**src/rtl/fork_eager.sv**
```systemverilog
// Eager fork: broadcasts each input token to OUTPUTS consumers, letting each
// branch take the token as soon as it is ready. The input is consumed only
// once every branch has taken it; per-branch done bits block redelivery.
module fork_eager #(
  parameter int unsigned OUTPUTS   = 2,
  parameter int unsigned DATA_TYPE = 32
) (
  input  logic                           clk,
  input  logic                           rst,
  input  logic [DATA_TYPE-1:0]           ins,
  input  logic                           ins_valid,
  output logic                           ins_ready,
  output logic [OUTPUTS*DATA_TYPE-1:0]   outs,
  output logic [OUTPUTS-1:0]             outs_valid,
  input  logic [OUTPUTS-1:0]             outs_ready
);

  logic [OUTPUTS-1:0] done_q;
  logic [OUTPUTS-1:0] done_d;
  logic [OUTPUTS-1:0] satisfied;
  logic [OUTPUTS-1:0] branch_xfer;
  logic               in_xfer;

  // Replicate input data onto every branch slice; no data storage.
  always_comb begin
    outs = '0;
    for (int unsigned i = 0; i < OUTPUTS; i++) begin
      outs[i*DATA_TYPE +: DATA_TYPE] = ins;
    end
  end

  // Handshake: valid/ready are forced low while reset is asserted.
  always_comb begin
    satisfied   = done_q | outs_ready;
    outs_valid  = (rst && ins_valid) ? ~done_q : '0;
    ins_ready   = rst && (&satisfied);
    branch_xfer = outs_valid & outs_ready;
    in_xfer     = ins_valid && ins_ready;
  end

  // Next done: a completed input transfer clears all bits, even a branch that
  // transferred in the same cycle, so the next token starts fresh.
  always_comb begin
    done_d = done_q;
    if (in_xfer) begin
      done_d = '0;
    end else begin
      done_d = done_q | branch_xfer;
    end
  end

  // Delivered-bit register with synchronous active-low reset.
  always_ff @(posedge clk) begin
    if (!rst) begin
      done_q <= '0;
    end else begin
      done_q <= done_d;
    end
  end

endmodule

```
**config.mk**
```make
export PLATFORM = sky130hd
export DESIGN_NAME = fork_eager
export DESIGN_NICKNAME = d
export VERILOG_FILES = /design/src/rtl/fork_eager.sv
export SDC_FILE = /design/constraint.sdc
export NUM_CORES = 1
export LEC_CHECK = 0
export ABC_AREA = 1
export BUFFER_PORTS_ARGS = -buffer_cell sky130_fd_sc_hd__clkbuf_2
export CAP_MARGIN = 30
export CORE_UTILIZATION = 27
export DETAILED_ROUTE_END_ITERATION = 6
export PLACE_DENSITY = 0.8
export SYNTH_ARGS = -nofsm -noshare
export SYNTH_HDL_FRONTEND = slang
export SYNTH_SLANG_ARGS = --single-unit
```
**constraint.sdc**
```tcl
create_clock -name clk -period 1 [get_ports clk]
set_input_delay 0.2 -clock clk [delete_from_list [all_inputs] [get_ports clk]]
set_output_delay 0.2 -clock clk [all_outputs]
set_load 0.005 [all_outputs]
```
==> run summary, run 1 <==
Result of the run -> finished, violations left
Violated checks -> setup timing
Global-route congestion overflow total -> 0
Switching fraction of total power -> 0.234
Synth Register Bits -> 2
Netlist area before placement -> 607 um2
Pleak -> 0.131 nW
Clock tree from TritonCTS -> yes
Share of power burned in the clock network -> 0.565
Power share of the combinational group -> 0.163
N_diodes -> 0
Post-synthesis sequential area ratio -> 0.0660
Clock transition at path regs -> 0.03 ns
Vias in the first global route -> 219
Nets in the synthesized netlist -> 122
Number of pins with negative max-slew slack in the final report -> 0
Longest Clk Path Bufs -> 2
Post-synthesis cell type count -> 8
Main area contributors after synthesis -> sky130_fd_sc_hd__buf_4, sky130_fd_sc_hd__dfxtp_1, sky130_fd_sc_hd__inv_1
Level count of the clock H-tree -> 1
Cell internal pwr -> 0.000243 W
Post-detailed-route DRC marker count -> 0
Final Wtd Congestion -> 0.674
Number of optimization iterations in the first detailed-route pass -> 2
Source-to-sink clock delay at the later pin of the worst-skew pair -> 0.23 ns
Worst setup timing slack at the placement stage -> 0.0993 ns
Data arrival time of the worst path -> 0.91 ns
Synthesized area divided by synthesized cell count -> 7.14 um2
Pin count of the biggest net entering global routing -> 4
Min Tclk post-route -> 1.11 ns
Register ranked first by flip-flop count -> done_q
Boundary Pins -> 104
Area occupied by multi-input gates -> 65.1 um2
Crit path capture type -> output pin
Final hold viol count -> 0
Switching pwr -> 0.0000744 W
Layout Area Growth over Synthesis -> -60.4%
Count of nets after finishing -> 72
Share of post-route cells with drive strength above 1 -> 0.606
Finish-stage setup viols -> 2
Worst min path class -> in -> reg
Fmax -> 0.900 GHz
Hold-fix buffer count after cts -> 0
DIE AREA -> 0.00244 mm2
Total number of vias -> 207
Detail Route Antenna Nets -> 0
CTS Buf Count -> 3
Critical Path Source Type -> register
Worst path setup slack after routing -> -0.111 ns
Sequential share of power -> 0.272
Total global routing track utilization -> 0.0566
Clock tree root buffer cell -> sky130_fd_sc_hd__clkbuf_4
Synthesis Warnings -> 0
Type of the worst setup path -> reg -> out
First-pass GRT wire length -> 945 um
Max-cap violation count -> 0
Wire per inst -> 11.6 um
Number of I/O port buffers -> 7
Initial Utilization -> 0.297
Share of Yosys cell area claimed by the top area cell type -> 0.792
Height of the chip -> 49.4 um
Total power divided by cell area -> 1320 mW/mm2
Flip-flop count of the largest register, all copies and words added -> 2
Via count normalized by instance count -> 3.45
Largest registers -> done_q x2
Setup Total Neg Slack -> -0.158 ns
Worst slew margin relative to its limit -> 0.902
Clock skew after layout -> 0.000564 ns
Critical path peak fanout -> 3
CP required -> 0.80 ns
Number of antenna violations at the first check in global routing -> 0
Share of the cycle needed by the critical path after routing -> 1.11
Num rows -> 16
Area occupied by registers -> 42.5 um2
Synthesized instance count -> 85
First-iteration detailed-routing DRC count -> 1
Peak ir drop on the vdd network -> 0.000471 V
Yosys top cell by area -> sky130_fd_sc_hd__buf_4
Wire length reported by the detailed router -> 694 um
TritonCTS sink count -> 2
Worst-Margin Slew -> 0.145 ns
Number of fill cells in the layout -> 251
Setup repair after global routing missed its margin -> yes
DIE WIDTH -> 49.4 um
Total core area -> 0.00204 mm2
-- Yosys cell counts (all sizes together) --
master and n:
inv 7, dfxtp 2, o21ai 2, nor2 5, o21bai 1, nand2 4, buf 64
-- layer usage --
| metal | routed length, um | up-vias | global-route usage |
|---|---|---|---|
| li1 | - | 83 | - |
| met1 | 112 | 67 | 0.0257 |
| met2 | 273 | 35 | 0.0548 |
| met3 | 187 | 22 | 0.0561 |
| met4 | 120 | 0 | 0.152 |
| met5 | 0 | - | 0 |
-- timing repair --
item	CTS	global route
buffers inserted	1	1
gates resized for setup	2	5
pin swaps	1	4
endpoints found under the setup margin	1	2
-- per-stage QoR --
step / hold WS (ns) / std cells / total power, W / cell area [um2] / util
after floorplan: 0.412 / 85 / 0.000318 / 607 / -
after global placement: 0.400 / 55 / 0.000129 / 195 / 0.0956
after detailed placement: 0.400 / 55 / 0.000128 / 195 / 0.0956
after CTS: 0.305 / 59 / 0.000315 / 228 / 0.112
after global routing: 0.333 / 60 / 0.000335 / 240 / 0.118
final: 0.303 / 60 / 0.000317 / 240 / 0.118
-- kinds of logic (layout without fill, tap and decap cells) --
group | count (synthesis) | in the layout | synth area share
compound gates | 3 | 3 | 0.0351
flops | 2 | 2 | 0.0660
simple gates | 9 | 9 | 0.0639
buf+inv | 71 | 19 | 0.835
-- final timing paths --
path	slack, ns	start	end	depth (start not counted)
min	0.30	ins_valid	done_q[1]	4
max	-0.11	done_q[1]	ins_ready	5
min reg2reg	0.55	done_q[1]	done_q[1]	2
max reg2reg	0.09	done_q[1]	done_q[1]	6
-- power by group through the flow --
| stage | Sequential [W] | Combinational (W) | Clock (W) |
|---|---|---|---|
| after global placement | 0.0000865 | 0.0000421 | 0 |
| final | 0.0000863 | 0.0000517 | 0.000179 |
| after detailed placement | 0.0000867 | 0.0000417 | 0 |
| after floorplan | 0.0000861 | 0.000232 | 0 |
| after global routing | 0.0000868 | 0.0000577 | 0.000190 |
| after CTS | 0.0000859 | 0.0000447 | 0.000184 |
-- cell usage in the layout (no fill, tap or decap) --
cell,n
sky130_fd_sc_hd__clkbuf_4,3
sky130_fd_sc_hd__clkbuf_2,5
sky130_fd_sc_hd__o21ai_0,2
sky130_fd_sc_hd__nor2_1,4
sky130_fd_sc_hd__nor2_2,1
sky130_fd_sc_hd__buf_2,2
sky130_fd_sc_hd__nand2_1,1
sky130_fd_sc_hd__dfxtp_2,2
sky130_fd_sc_hd__inv_2,1
sky130_fd_sc_hd__o21bai_2,1
sky130_fd_sc_hd__inv_1,6
sky130_fd_sc_hd__buf_4,2
sky130_fd_sc_hd__nand2_2,3
-- area by class of cell --
cell class / count / area share
multi-input cells: 12 / 0.271
flip-flops and latches: 2 / 0.177
clock buffers: 3 / 0.0938
inverters: 7 / 0.109
well taps: 27 / 0.141
repair buffers: 9 / 0.208
-- critical path, cell delays in order, from the launching register on --
cell	delay (ns)
sky130_fd_sc_hd__dfxtp_2	0.33
sky130_fd_sc_hd__inv_2	0.04
sky130_fd_sc_hd__nand2_2	0.07
sky130_fd_sc_hd__nand2_2	0.06
sky130_fd_sc_hd__nor2_1	0.09
sky130_fd_sc_hd__buf_2	0.11
Note: power is estimated with default switching activity, not from simulation.
==> inputs of run 2 (changes only) <==
- ABC_AREA: 1 -> 0
- CORE_UTILIZATION: 27 -> 26
- PLACE_DENSITY: 0.8 -> 0.79
==> run 2 against run 1 <==
The flow still finishes with violations (setup timing). Flip-flop and latch count unchanged. Worst hold slack got worse by 0.038 ns. Cell count decreased by 17%. Global-route usage decreased by 0.30 points. Combinational power decreased by 11%. Sequential power increased by 4.4%. Critical path type unchanged.
==> run summary, run 2 <==
CTS Buf Count -> 3
Length in cells of the worst reg-to-reg path -> 3
Most frequent cell after synthesis -> sky130_fd_sc_hd__buf_4
Netlist area before placement -> 581 um2
Post-synthesis cell type count -> 8
Placement Cell Area -> 169 um2
Leading cell type in the layout, fill and taps excluded -> sky130_fd_sc_hd__clkbuf_2
Largest registers -> done_q x2
Layout Area Growth over Synthesis -> -63.6%
Clock skew after layout -> 0.00406 ns
Synthesized instance count -> 76
Yosys top cell by area -> sky130_fd_sc_hd__buf_4
Total global routing track utilization -> 0.0536
Clock transition at path regs -> 0.03 ns
Worst setup timing slack at the placement stage -> 0.123 ns
Number of optimization iterations in the first detailed-route pass -> 2
Main area contributors after synthesis -> sky130_fd_sc_hd__buf_4, sky130_fd_sc_hd__dfxtp_1, sky130_fd_sc_hd__and3b_1
Setup repair after global routing missed its margin -> yes
Worst-Margin Slew -> 0.161 ns
Nets in the synthesized netlist -> 113
Critical Path Source Type -> register
Worst slew margin relative to its limit -> 0.892
Share of Yosys cell area claimed by the top area cell type -> 0.828
Number of enable flip-flop cells after synthesis -> 0
TritonCTS sink count -> 2
Startpoint of the lowest-slack register-to-register path -> done_q[0]
DIE AREA -> 0.00243 mm2
Clock tree from TritonCTS -> yes
Crit path capture type -> output pin
Hold-fix buffer count after cts -> 0
CP required -> 0.80 ns
Number of antenna violations at the first check in global routing -> 0
Pin count of the biggest net entering global routing -> 6
Number of pins with negative max-slew slack in the final report -> 0
Total core area -> 0.00202 mm2
DIE WIDTH -> 49.3 um
Share of post-route cells with drive strength above 1 -> 0.696
Dominant register cell in the synthesized netlist -> sky130_fd_sc_hd__dfxtp_1
Type of the worst setup path -> reg -> out
Height of the chip -> 49.3 um
Num rows -> 16
Final Instance Area -> 211 um2
Pleak -> 0.0977 nW
Total power divided by cell area -> 1520 mW/mm2
Synthesized area divided by synthesized cell count -> 7.64 um2
Peak ir drop on the vdd network -> 0.000272 V
Wire per inst -> 12.9 um
Estimated wirelength of the detail-placed design -> 417 um
First-iteration detailed-routing DRC count -> 8
Via count normalized by instance count -> 3.94
Count of nets after finishing -> 62
Post-synthesis sequential area ratio -> 0.0690
CP startpoint -> done_q[0]
Max-cap violation count -> 0
Global-route congestion overflow total -> 0
Final Wtd Congestion -> 0.575
Result of the run -> finished, violations left
Setup Total Neg Slack -> -0.147 ns
Post-detailed-route DRC marker count -> 0
First-pass GRT wire length -> 931 um
Min Tclk post-route -> 1.09 ns
Number of I/O port buffers -> 7
Fmax -> 0.917 GHz
Worst min path class -> in -> reg
Level count of the clock H-tree -> 1
Worst Hold Path Cells -> 2
Detail Route Antenna Nets -> 0
Final hold viol count -> 0
Min-delay src -> rst
Total number of vias -> 197
Data arrival time of the worst path -> 0.89 ns
Finish-stage setup viols -> 2
Post-layout total power -> 0.000322 W
Longest Clk Path Bufs -> 2
Synth Register Bits -> 2
Share of the cycle needed by the critical path after routing -> 1.09
Slack of the worst reg-to-reg path -> 0.13 ns
Flip-flop count of the largest register, all copies and words added -> 2
Wire length reported by the detailed router -> 646 um
Share of async-settable or async-resettable flops after synthesis -> 0
Critical path peak fanout -> 2
Initial Utilization -> 0.287
N_diodes -> 0
Worst path setup slack after routing -> -0.0906 ns
Register ranked first by flip-flop count -> done_q
Source-to-sink clock delay at the later pin of the worst-skew pair -> 0.23 ns
Violated checks -> setup timing
Top library cells by usage in the layout, fill and taps aside -> sky130_fd_sc_hd__clkbuf_2, sky130_fd_sc_hd__clkbuf_4
Vias in the first global route -> 211
Boundary Pins -> 104
Synthesis Warnings -> 0
Clock tree root buffer cell -> sky130_fd_sc_hd__clkbuf_4
==> run 2: cell types whose count changed after synthesis <==
cell,delta
sky130_fd_sc_hd__a21oi_1,+2
sky130_fd_sc_hd__and3b_1,+2
sky130_fd_sc_hd__inv_1,-7
sky130_fd_sc_hd__nand2_1,-1
sky130_fd_sc_hd__nand2_2,-2
sky130_fd_sc_hd__nor2_1,-3
sky130_fd_sc_hd__o21bai_2,-1
sky130_fd_sc_hd__o221a_2,+1
==> run 2: area by class of cell <==
type / count / area (um2)
clock buffers: 3 / 22.5
fillers: 236 / 1810
multi-input cells: 10 / 70.1
flip-flops and latches: 2 / 42.5
well taps: 27 / 33.8
repair buffers: 8 / 42.5
==> run 2: final timing paths <==
check | endpoint
max | ins_ready
min | done_q[1]
max reg2reg | done_q[0]
min reg2reg | done_q[1]
==> run 2: power breakdown <==
group	switching, W	total (W)	internal, W
Clock	0.0000528	0.000186	0.000133
Combinational	0.0000211	0.0000459	0.0000249
Sequential	0.00000412	0.0000901	0.0000860
==> run 2: repair_timing <==
| action | in CTS | in global routing |
|---|---|---|
| pin swaps | 1 | 1 |
| gates resized for setup | 2 | 3 |
| endpoints found under the setup margin | 1 | 3 |
| buffers inserted | 1 | 0 |
==> run 2: cell families (layout without fill, tap and decap cells) <==
| family | Yosys count | after routing | share of synthesized area |
|---|---|---|---|
| buffers and inverters | 64 | 11 | 0.828 |
| AOI/OAI and AO/OA | 5 | 5 | 0.0539 |
| and+or+nand+nor | 5 | 5 | 0.0496 |
| DFF | 2 | 2 | 0.0690 |
==> run 2: per-stage QoR <==
stage                       util  hold WS (ns)  instances
after floorplan                -         0.364         76
after global placement    0.0835         0.400         46
after detailed placement  0.0835         0.400         46
after CTS                 0.0996         0.258         50
after global routing       0.105         0.284         50
final                      0.105         0.265         50
==> run 2: worst max-delay path: stages (launching register included) <==
cell and delay, ns:
sky130_fd_sc_hd__dfxtp_2 0.31, sky130_fd_sc_hd__o221a_2 0.25, sky130_fd_sc_hd__clkbuf_2 0.10
==> run 2: routing by layer <==
| metal | global-route usage | up-vias | wire length (um) |
|---|---|---|---|
| met5 | 0 | - | 0 |
| met1 | 0.0276 | 75 | 134 |
| met2 | 0.0411 | 17 | 247 |
| met4 | 0.181 | 0 | 134 |
| li1 | - | 72 | - |
| met3 | 0.0405 | 33 | 129 |
